<file path="src/rtl/weapons_bank.sv">
// weapons_bank: multi-channel ammo bank with fire/cooldown/reload FSM.
// Channel i's ammo is packed at ammo[i*W +: W]; fired/error are one-cycle registered pulses.
module weapons_bank #(
    parameter int         CH          = 2,
    parameter int         W           = 9,
    parameter int         SEL_W       = 1,
    parameter int         COOLDOWN    = 4,
    parameter int         RELOAD_STEP = 16,
    parameter logic [3:0] ATTACK_MODE = 4'b0010
) (
    input  logic            clk,
    input  logic            rst,
    input  logic [3:0]      mode,
    input  logic [SEL_W-1:0] sel,
    input  logic            fire,
    input  logic            reload,
    input  logic [W-1:0]    cost,
    input  logic            max_load,
    input  logic [W-1:0]    max_val,
    output logic [CH*W-1:0] ammo,
    output logic            fired,
    output logic            error,
    output logic [1:0]      state
);
    localparam int CW = COOLDOWN > 1 ? $clog2(COOLDOWN + 1) : 1;
    typedef enum logic [1:0] {S_IDLE = 2'b00, S_COOL = 2'b01, S_RELOAD = 2'b10} state_t;
    state_t           r_state;
    logic [W-1:0]     r_ammo [CH];
    logic [W-1:0]     r_max  [CH];
    logic [CW-1:0]    r_cnt;
    logic [SEL_W-1:0] r_ch;
    logic             r_fired, r_error;
    logic             w_ok, w_shot_ok;
    logic [W-1:0]     w_a, w_m, w_fill;
    logic [W:0]       w_sum;
    // Selects beyond CH read as an empty, zero-capacity channel so they can never be serviced.
    always_comb begin
        w_ok      = int'(sel) < CH;
        w_a       = w_ok ? r_ammo[sel] : '0;
        w_m       = w_ok ? r_max[sel] : '0;
        w_shot_ok = mode == ATTACK_MODE && cost != '0 && w_a >= cost;
        w_sum     = {1'b0, r_ammo[r_ch]} + (W+1)'(RELOAD_STEP);
        w_fill    = w_sum >= {1'b0, r_max[r_ch]} ? r_max[r_ch] : w_sum[W-1:0];
    end
    always_ff @(posedge clk) begin
        if (rst) begin
            for (int i = 0; i < CH; i++) begin
                r_ammo[i] <= '0;
                r_max[i]  <= '1;
            end
            r_state <= S_IDLE;
            r_cnt   <= '0;
            r_ch    <= '0;
            r_fired <= 1'b0;
            r_error <= 1'b0;
        end else begin
            r_fired <= 1'b0;
            r_error <= 1'b0;
            case (r_state)
                S_IDLE:
                    if (reload) begin
                        if (w_a < w_m) begin
                            r_ch    <= sel;
                            r_state <= S_RELOAD;
                        end
                    end else if (max_load) begin
                        if (w_ok) begin
                            r_max[sel] <= max_val;
                            if (r_ammo[sel] > max_val) r_ammo[sel] <= max_val;
                        end
                    end else if (fire) begin
                        if (w_shot_ok) begin
                            r_ammo[sel] <= w_a - cost;
                            r_fired     <= 1'b1;
                            if (COOLDOWN > 0) begin
                                r_state <= S_COOL;
                                r_cnt   <= CW'(COOLDOWN - 1);
                            end
                        end else begin
                            r_error <= 1'b1;
                        end
                    end
                S_COOL:
                    if (r_cnt == '0) r_state <= S_IDLE;
                    else r_cnt <= r_cnt - 1'b1;
                S_RELOAD: begin
                    r_ammo[r_ch] <= w_fill;
                    r_error      <= fire;
                    if (w_fill == r_max[r_ch]) r_state <= S_IDLE;
                end
                default: r_state <= S_IDLE;
            endcase
        end
    end
    for (genvar i = 0; i < CH; i++) begin : g_pack
        assign ammo[i*W +: W] = r_ammo[i];
    end
    assign fired = r_fired;
    assign error = r_error;
    assign state = r_state;
endmodule

</file>
<file path="config.mk">
export PLATFORM = sky130hd
export DESIGN_NAME = weapons_bank
export DESIGN_NICKNAME = d
export VERILOG_FILES = /design/src/rtl/weapons_bank.sv
export SDC_FILE = /design/constraint.sdc
export NUM_CORES = 1
export LEC_CHECK = 0
export BUFFER_PORTS_ARGS = -buffer_cell sky130_fd_sc_hd__buf_2
export CAP_MARGIN = 20
export CELL_PAD_IN_SITES_DETAIL_PLACEMENT = 1
export CELL_PAD_IN_SITES_GLOBAL_PLACEMENT = 1
export CORE_MARGIN = 10
export CORE_UTILIZATION = 49
export DETAILED_ROUTE_END_ITERATION = 16
export PLACE_DENSITY = 0.95
export SLEW_MARGIN = 20
export SYNTH_ARGS = -nofsm -noshare
export SYNTH_HDL_FRONTEND = slang
export SYNTH_SLANG_ARGS = --single-unit
</file>
<file path="constraint.sdc">
create_clock -name clk -period 14.43 [get_ports clk]
set_input_delay 4.329 -clock clk [delete_from_list [all_inputs] [get_ports clk]]
set_output_delay 4.329 -clock clk [all_outputs]
set_load 0.05 [all_outputs]
</file>
* Yosys cells after proc, flatten, opt, wreduce, memory -nomap -nowiden
Memory sizes are Yosys's and may differ from the RTL's. A register that Yosys moved wholly into a read port is not among the register bits.
Index checks and enable logic that the tools add are counted.
** Word-level totals
- Register bits :: 8
- Latch bits :: 0
- Bits in writable memories :: 36
- Bits in read-only memories :: 0
- Input port bits :: 28
- Output and inout bits :: 22
- Word-level logic and storage cells :: 99
- Memories :: 2
** Cells by class
- Add/sub/neg operators :: 3
- Multipliers :: 0
- Divide/modulo/power cells :: 0
- Order comparisons :: 4
- Equality and inequality tests :: 15
- Shift operators :: 0
- Mux-type cells :: 57
- Bitwise logic cells :: 1
- Reduce and logical (&&, ||, !) cells :: 12
** Memory list
- r_ammo :: depth 2, width 9, read ports 4, clocked after Yosys merged registers in 1, write ports 2, line 28 : logic [W-1:0] r_ammo [CH];
- r_max :: depth 2, width 9, read ports 2, clocked after Yosys merged registers in 1, write ports 2, line 29 : logic [W-1:0] r_max [CH];
** Operators by type and width (count)
- two-way mux 9 bit :: 5
- two-way mux 1 bit :: 37
- OR reduction 9 bit :: 3
- two-way mux 3 bit :: 5
- two-way mux 2 bit :: 7
- != test 2 bit, second input constant :: 7
- != test 3 bit, second input constant :: 4
- AND reduction 6 bit :: 2
- adder 9 x 5 -> 10 bit, second input constant :: 1
- greater-or-equal comparator 10 x 9 -> 1 bit :: 1
- equality test 9 bit :: 1
- greater-or-equal comparator 9 bit :: 1
- > comparator 9 bit :: 1
- < comparator 9 bit :: 1
- nonzero test 9 bit :: 1
- subtractor 9 bit :: 1
- one-hot mux 2 bit (3 select lines) :: 1
- one-hot mux 3 bit (2 select lines) :: 1
- equality test 4 x 2 -> 1 bit, second input constant :: 1
- zero test 3 bit :: 1
- AND reduction 3 bit :: 1
- subtractor 3 x 1 -> 3 bit, second input constant :: 1
- equality test 2 x 1 -> 1 bit, second input constant :: 1
- equality test 2 bit, second input constant :: 1
- 5 further kinds :: 6

* Longest topological paths before layout
Gate-level depths: netlist (run 1).
- Depth after elaboration :: 14
- Gate-level depth with buffers :: 15
- Mapped depth without buffers :: 12

* Worst setup path before layout (run 1)
OpenSTA, ideal clock, no wires.
- Kind :: input -> register
- From :: input port sel
- To :: memory r_ammo[1][0] (enable)
- Setup time :: 0.313 ns
- Data arrival time :: 7.246 ns
- Slack :: 6.871 ns
- Stages on the path :: 12
- Path buffers :: 3
- Cell sequence :: clkbuf_1 > clkbuf_1 > mux2i_1 > inv_1 > ha_1 > nor2b_1 > o31a_1 > o31ai_4 > a311oi_2 > buf_6 > a21oi_2 > nand2b_1
** RTL lines
- from (decl) :: line 14 : input logic [SEL_W-1:0] sel,
- to (decl) :: line 28

==> qor.txt, run 1 <==
run status -> finished clean
initial antenna violation count -> 0
worst-case clock buffer depth -> 2
fin area -> 4250 µm²
initial DRC count -> 270
Yosys warning count -> 0
Die Span Y -> 109 µm
worst-case reg-to-reg path depth -> 14
diode count -> 0
Main synth FF type -> edfxtp_1
critical path required time -> 14.41 ns
flops & latches, synth -> 45
Critical Path Source Type -> input port
Slew Viols, Final -> 0
crit-path cells -> buf_2, mux2i_1, inv_1, ha_1, nor2b_1, o31a_1, o31ai_4, a311oi_2, buf_4, a21oi_2, nand2b_1
drt drc -> 0
clock sinks -> 45
Max-Cap Viols -> 0
DR vias -> 3403
largest net degree at the start of global routing -> 43
nets -> 516
global-route wire length before repair -> 19.1 mm
final setup fails -> 0
layout cell share with drive strength beyond 1 -> 18.9%
CP Class -> input port to register
final wirelength -> 12.1 mm
Placeable Area -> 7690 µm²
CTS clock-pin slew for the worst setup and hold paths -> 0.09 ns
Synth Instances -> 407
utilization after layout -> 55.3%
WL/cell -> 21.9 µm
hold path cells -> 2
post-CTS setup buffers -> 0
Final Cycle Share -> 53.1%
RSZ-0062 raised after global routing -> false
Syn Area/Cell -> 9.50 µm²
Die Width -> 109 µm
DP Area -> 4160 µm²
Async SR Flop Fraction -> 0%
crit path max fanout -> 42
clk_lat worst skew -> 0.32 ns
P&R area growth vs syn -> 9.93%
GRT Total Usage -> 20.7%
CTS Hold Bufs -> 0
GP Congestion -> 0.957
CP delay by family, top -> compound AO/OA/AOI/OAI gates
Synth Cell Area -> 3870 µm²
clock skew -> 0.0146 ns
total power -> 0.367 mW
WP data arrival -> 7.64 ns
Avg Vias per Cell -> 6.16
Max VDD drop -> 41.2 µV
htree depth -> 2
Slowest-stage cell, CP -> buf_2
gr ovfl total -> 0
Post-Synthesis Net Count -> 474
vias in the first global route -> 3641
Port Buffers -> 49
Least-Margin Pin Slew -> 0.894 ns
Initial Utilization -> 50.3%
Worst path max stage delay -> 0.67 ns
drt pass-1 iters -> 6
Slew headroom -> 40.4%
sequential share of the synthesized area -> 32.6%
post_cts resized -> 0
row count -> 32
fin crit period -> 7.66 ns
Hold WC Path Type -> register to register
leakage power -> 1.79 nW
Hold Vio Cnt, Final -> 0
TNS Setup -> 0 ns
setup ws final -> 6.77 ns
die area -> 11800 µm²
synth unique cells -> 60
ANT nets after route -> 0
pre-CTS setup slack -> 6.48 ns
Post-synth EDFFs -> 36
Critical Path Stages -> 11
WP buf/inv -> 3
CP endpoint kind -> register
Post-DP HPWL -> 9.81 mm
io pins -> 50
total CTS buffers -> 5
TritonCTS clock tree -> built
P per Cell Area -> 86.3 nW/µm²
FMAX -> 131 MHz
clk root buf -> clkbuf_8
==> per-layer routing <==
| layer | part of all wire [%] | GRT usage [%] | up-vias |
|---|---|---|---|
| met2 | 49 | 36.2 | 141 |
| li1 | - | - | 1591 |
| met1 | 40 | 24.1 | 1629 |
| met3 | 6.5 | 4.72 | 42 |
| met4 | 3.8 | 8.19 | 0 |
| met5 | 0 | 0 | - |
==> through the flow <==
| stage | hold slack (ns) | std cells |
|---|---|---|
| after CTS | 0.521 | 551 |
| after global placement | 0.472 | 543 |
| after floorplan | 0.458 | 407 |
| after detailed placement | 0.507 | 543 |
| final | 0.509 | 552 |
| after global routing | 0.550 | 552 |
==> cells in the mapped netlist (9+ instances only) <==
master	instances	area share [%]
dfxtp_1	9	4.7
o21ai_0	14	1.8
mux2_2	11	3.2
nor2b_1	9	1.5
a21oi_1	15	1.9
nand4_1	14	2.3
clkbuf_1	11	1.1
ha_1	38	12
nand2_1	20	1.9
inv_1	34	3.3
nor3_1	12	1.6
edfxtp_1	36	28
nor2_1	35	3.4
xnor2_1	12	2.7
or3_1	11	1.8
mux2i_1	33	8.5
==> worst min-delay path, cell delays in order (launching register included) <==
cell     delay [ns]
dfxtp_1        0.33
o21ai_0        0.08
a21oi_1        0.06
==> cell usage in the layout (no fill, tap or decap), types with 3 or more instances in the layout <==
master    count
nand2_1      20
ha_1         38
or3_1        11
o21ai_0      14
buf_4         3
mux2i_1      33
nand2b_1      6
a211oi_1      4
xnor2_1      12
a221oi_1      4
a21oi_1      15
nor2_1       35
clkbuf_8      5
mux2_2       11
nand4_1      14
xor2_1        5
o21a_1        8
nor3_1       12
dfxtp_1       9
buf_2        50
a21o_1        3
a31oi_1       8
nand3_1       8
edfxtp_1     36
inv_1        34
nor2b_1       9
==> final timing paths <==
check	startpoint	endpoint	slack (ns)
setup / recovery	sel	r_ammo[1][4]$_SDFFCE_PN0P_	6.77
hold / removal	r_cnt[0]$_SDFFE_PP0P_	r_cnt[0]$_SDFFE_PP0P_	0.51
setup reg to reg	register	r_ammo[1][5]$_SDFFCE_PN0P_	10.28
hold reg to reg	r_cnt[0]$_SDFFE_PP0P_	r_cnt[0]$_SDFFE_PP0P_	0.51
==> cell families after synthesis <==
logic type                 after synthesis  synth area share (%)
and+or+nand+nor                        130                  17.9
AOI/OAI and AO/OA                       80                  15.0
buffers and inverters                   52                  6.05
DFF                                     45                  32.6
muxes                                   44                  11.7
adders and majority gates               39                  12.8
xor gates and xnor gates                17                  3.85
==> cell type report <==
| class | count | area (µm²) |
|---|---|---|
| Clock inverter | 3 | 21.3 |
| Tap cell | 102 | 128 |
| Multi-Input combinational cell | 310 | 2370 |
| Timing Repair Buffer | 53 | 273 |
| Sequential cell | 45 | 1260 |
| Inverter | 34 | 128 |
| Fill cell | 933 | 3440 |
| Clock buffer | 5 | 68.8 |
==> registers in the layout, indices dropped and copies added, names as in the netlist, named ones only <==
| name | count |
|---|---|
| error | 1 |
| fired | 1 |
| r_ammo | 18 |
| r_ch | 1 |
| r_cnt | 3 |
| r_max | 18 |
| state | 2 |
==> report_power, final <==
part	total (mW)	internal, mW	switching [mW]
clock	0.0801	0.0344	0.0457
sequential	0.156	0.147	0.00858
combinational	0.131	0.0460	0.0852
(Power assumes the default switching activity.)
==> inputs of run 2 (changes only) <==
- CORE_UTILIZATION: 49 -> 41
- PLACE_DENSITY: 0.95 -> 0.88
- clock period: 14.43 -> 6.4 ns (I/O delays scaled with it)
==> qor.txt, run 2 (same netlist as run 1, synthesis figures left out) <==
CP delay by family, top -> compound AO/OA/AOI/OAI gates
Reg2Reg Capture Point -> r_ammo[0][4]$_SDFFCE_PN0P_
diode count -> 0
Slew Viols, Final -> 0
Post-DP HPWL -> 9.98 mm
WL/cell -> 22.0 µm
Sequential Area -> 1260 µm²
clk_lat worst skew -> 0.30 ns
leakage power -> 1.80 nW
Worst Hold Launch -> r_cnt[0]$_SDFFE_PP0P_
TritonCTS clock tree -> built
Critical Path Source Type -> input port
worst-case reg-to-reg path depth -> 14
crit path max fanout -> 41
clock skew -> 0.0137 ns
Die Span Y -> 117 µm
Slowest-stage cell, CP -> buf_4
crit-path cells -> buf_2, buf_4, mux2_2, ha_1, o21a_1, o31a_1, o31ai_4, a311oi_2, buf_4, a21oi_2, nand2b_1
row count -> 35
r2r setup slk -> 2.41 ns
fin crit period -> 5.08 ns
largest net degree at the start of global routing -> 42
Worst path max stage delay -> 0.44 ns
initial DRC count -> 225
clock sinks -> 45
clk root buf -> clkbuf_8
commonest non-fill, non-tap cell in the layout -> buf_2
Worst Setup SP -> sel
vias in the first global route -> 3531
final wirelength -> 12.4 mm
FMAX -> 197 MHz
total CTS buffers -> 5
drt pass-1 iters -> 4
htree depth -> 2
Least-Margin Pin Slew -> 0.825 ns
critical path required time -> 6.34 ns
Hold Vio Cnt, Final -> 0
TNS Setup -> 0 ns
run status -> finished clean
post_cts resized -> 0
Hold WC Path Type -> register to register
CP endpoint -> r_ammo[0][7]$_SDFFCE_PN0P_
CTS Hold Bufs -> 0
Final Cycle Share -> 79.4%
Critical Path Stages -> 11
DR vias -> 3329
final setup fails -> 0
nets -> 517
WP data arrival -> 5.02 ns
FILL cells -> 1067
io pins -> 50
initial antenna violation count -> 0
drt drc -> 0
Largest regs -> r_ammo (18), r_max (18), r_cnt (3)
area occupied by multi-input gates -> 2370 µm²
post-CTS setup buffers -> 0
P&R area growth vs syn -> 11.0%
setup ws final -> 1.32 ns
Avg Vias per Cell -> 5.92
P per Cell Area -> 202 nW/µm²
GRT Total Usage -> 18.4%
Die Width -> 117 µm
Placeable Area -> 9200 µm²
layout cell share with drive strength beyond 1 -> 18.8%
WP buf/inv -> 3
worst-case clock buffer depth -> 2
CTS clock-pin slew for the worst setup and hold paths -> 0.09 ns
Slew headroom -> 44.4%
ANT nets after route -> 0
pre-CTS setup slack -> 1.03 ns
GP Congestion -> 0.945
global-route wire length before repair -> 19.5 mm
highest-count cells in the layout ignoring fill and taps -> buf_2, ha_1, edfxtp_1, nor2_1, inv_1
Max VDD drop -> 108 µV
die area -> 13700 µm²
Initial Utilization -> 42.1%
RSZ-0062 raised after global routing -> false
gr ovfl total -> 0
CP endpoint kind -> register
Max-Cap Viols -> 0
Critical Path Most Common Cell -> buf_4
CP Class -> input port to register
Port Buffers -> 49
[run 2: cell types whose count changed in the layout (fill, tap and decap cells not counted), sizes merged]
| cell | delta |
|---|---|
| bufinv | +1 |
| clkinvlp | -1 |
| clkbuf | +2 |
| inv | -1 |
[run 2: how the worst min path moves through the flow]
stage	end	slack [ns]	cells after the start
after floorplan	r_cnt[0]$_SDFFE_PP0P_	0.46	2
after global placement	r_cnt[0]$_SDFFE_PP0P_	0.47	2
after detailed placement	r_cnt[0]$_SDFFE_PP0P_	0.48	2
after CTS	r_cnt[0]$_SDFFE_PP0P_	0.50	2
after global routing	r_cnt[0]$_SDFFE_PP0P_	0.55	2
final	r_cnt[0]$_SDFFE_PP0P_	0.50	2
[run 2: final cells by class]
| cell class | count | share of cell area (%) |
|---|---|---|
| flip-flops and latches | 45 | 29.4 |
| clock inverters | 2 | 0.903 |
| repair buffers | 54 | 6.59 |
| clock buffers | 6 | 1.69 |
| well taps | 111 | 3.23 |
| multi-input cells | 310 | 55.2 |
| inverters | 34 | 2.97 |
[run 2: tightest hold or removal path, delay by kind of cell (launching register included)]
kind / cells / cell delay, ns
DFF: 1 / 0.33
AOI/OAI and AO/OA: 2 / 0.13
[run 2: power breakdown]
group	switching (mW)	total, mW	internal [mW]
clock network	0.105	0.222	0.117
registers	0.0194	0.351	0.332
logic	0.191	0.294	0.104
total	0.315	0.868	0.553
[run 2: per-layer routing]
metal  track usage (%)  wire length (µm)  part of all wire [%]
met1              22.1              5180                    42
met2              32.8              6310                    51
met3              3.26               594                   4.8
met4              5.44               271                   2.2
met5                 0                 0                     0
[run 2: metrics by stage]
stage	power, mW	hold slack (ns)	area [µm²]	utilization (%)	cells
after floorplan	0.561	0.458	3870	-	407
after global placement	0.635	0.475	4180	45.4	553
after detailed placement	0.648	0.483	4180	45.4	553
after CTS	0.867	0.505	4290	46.6	561
after global routing	0.909	0.549	4290	46.7	562
final	0.868	0.504	4290	46.7	562
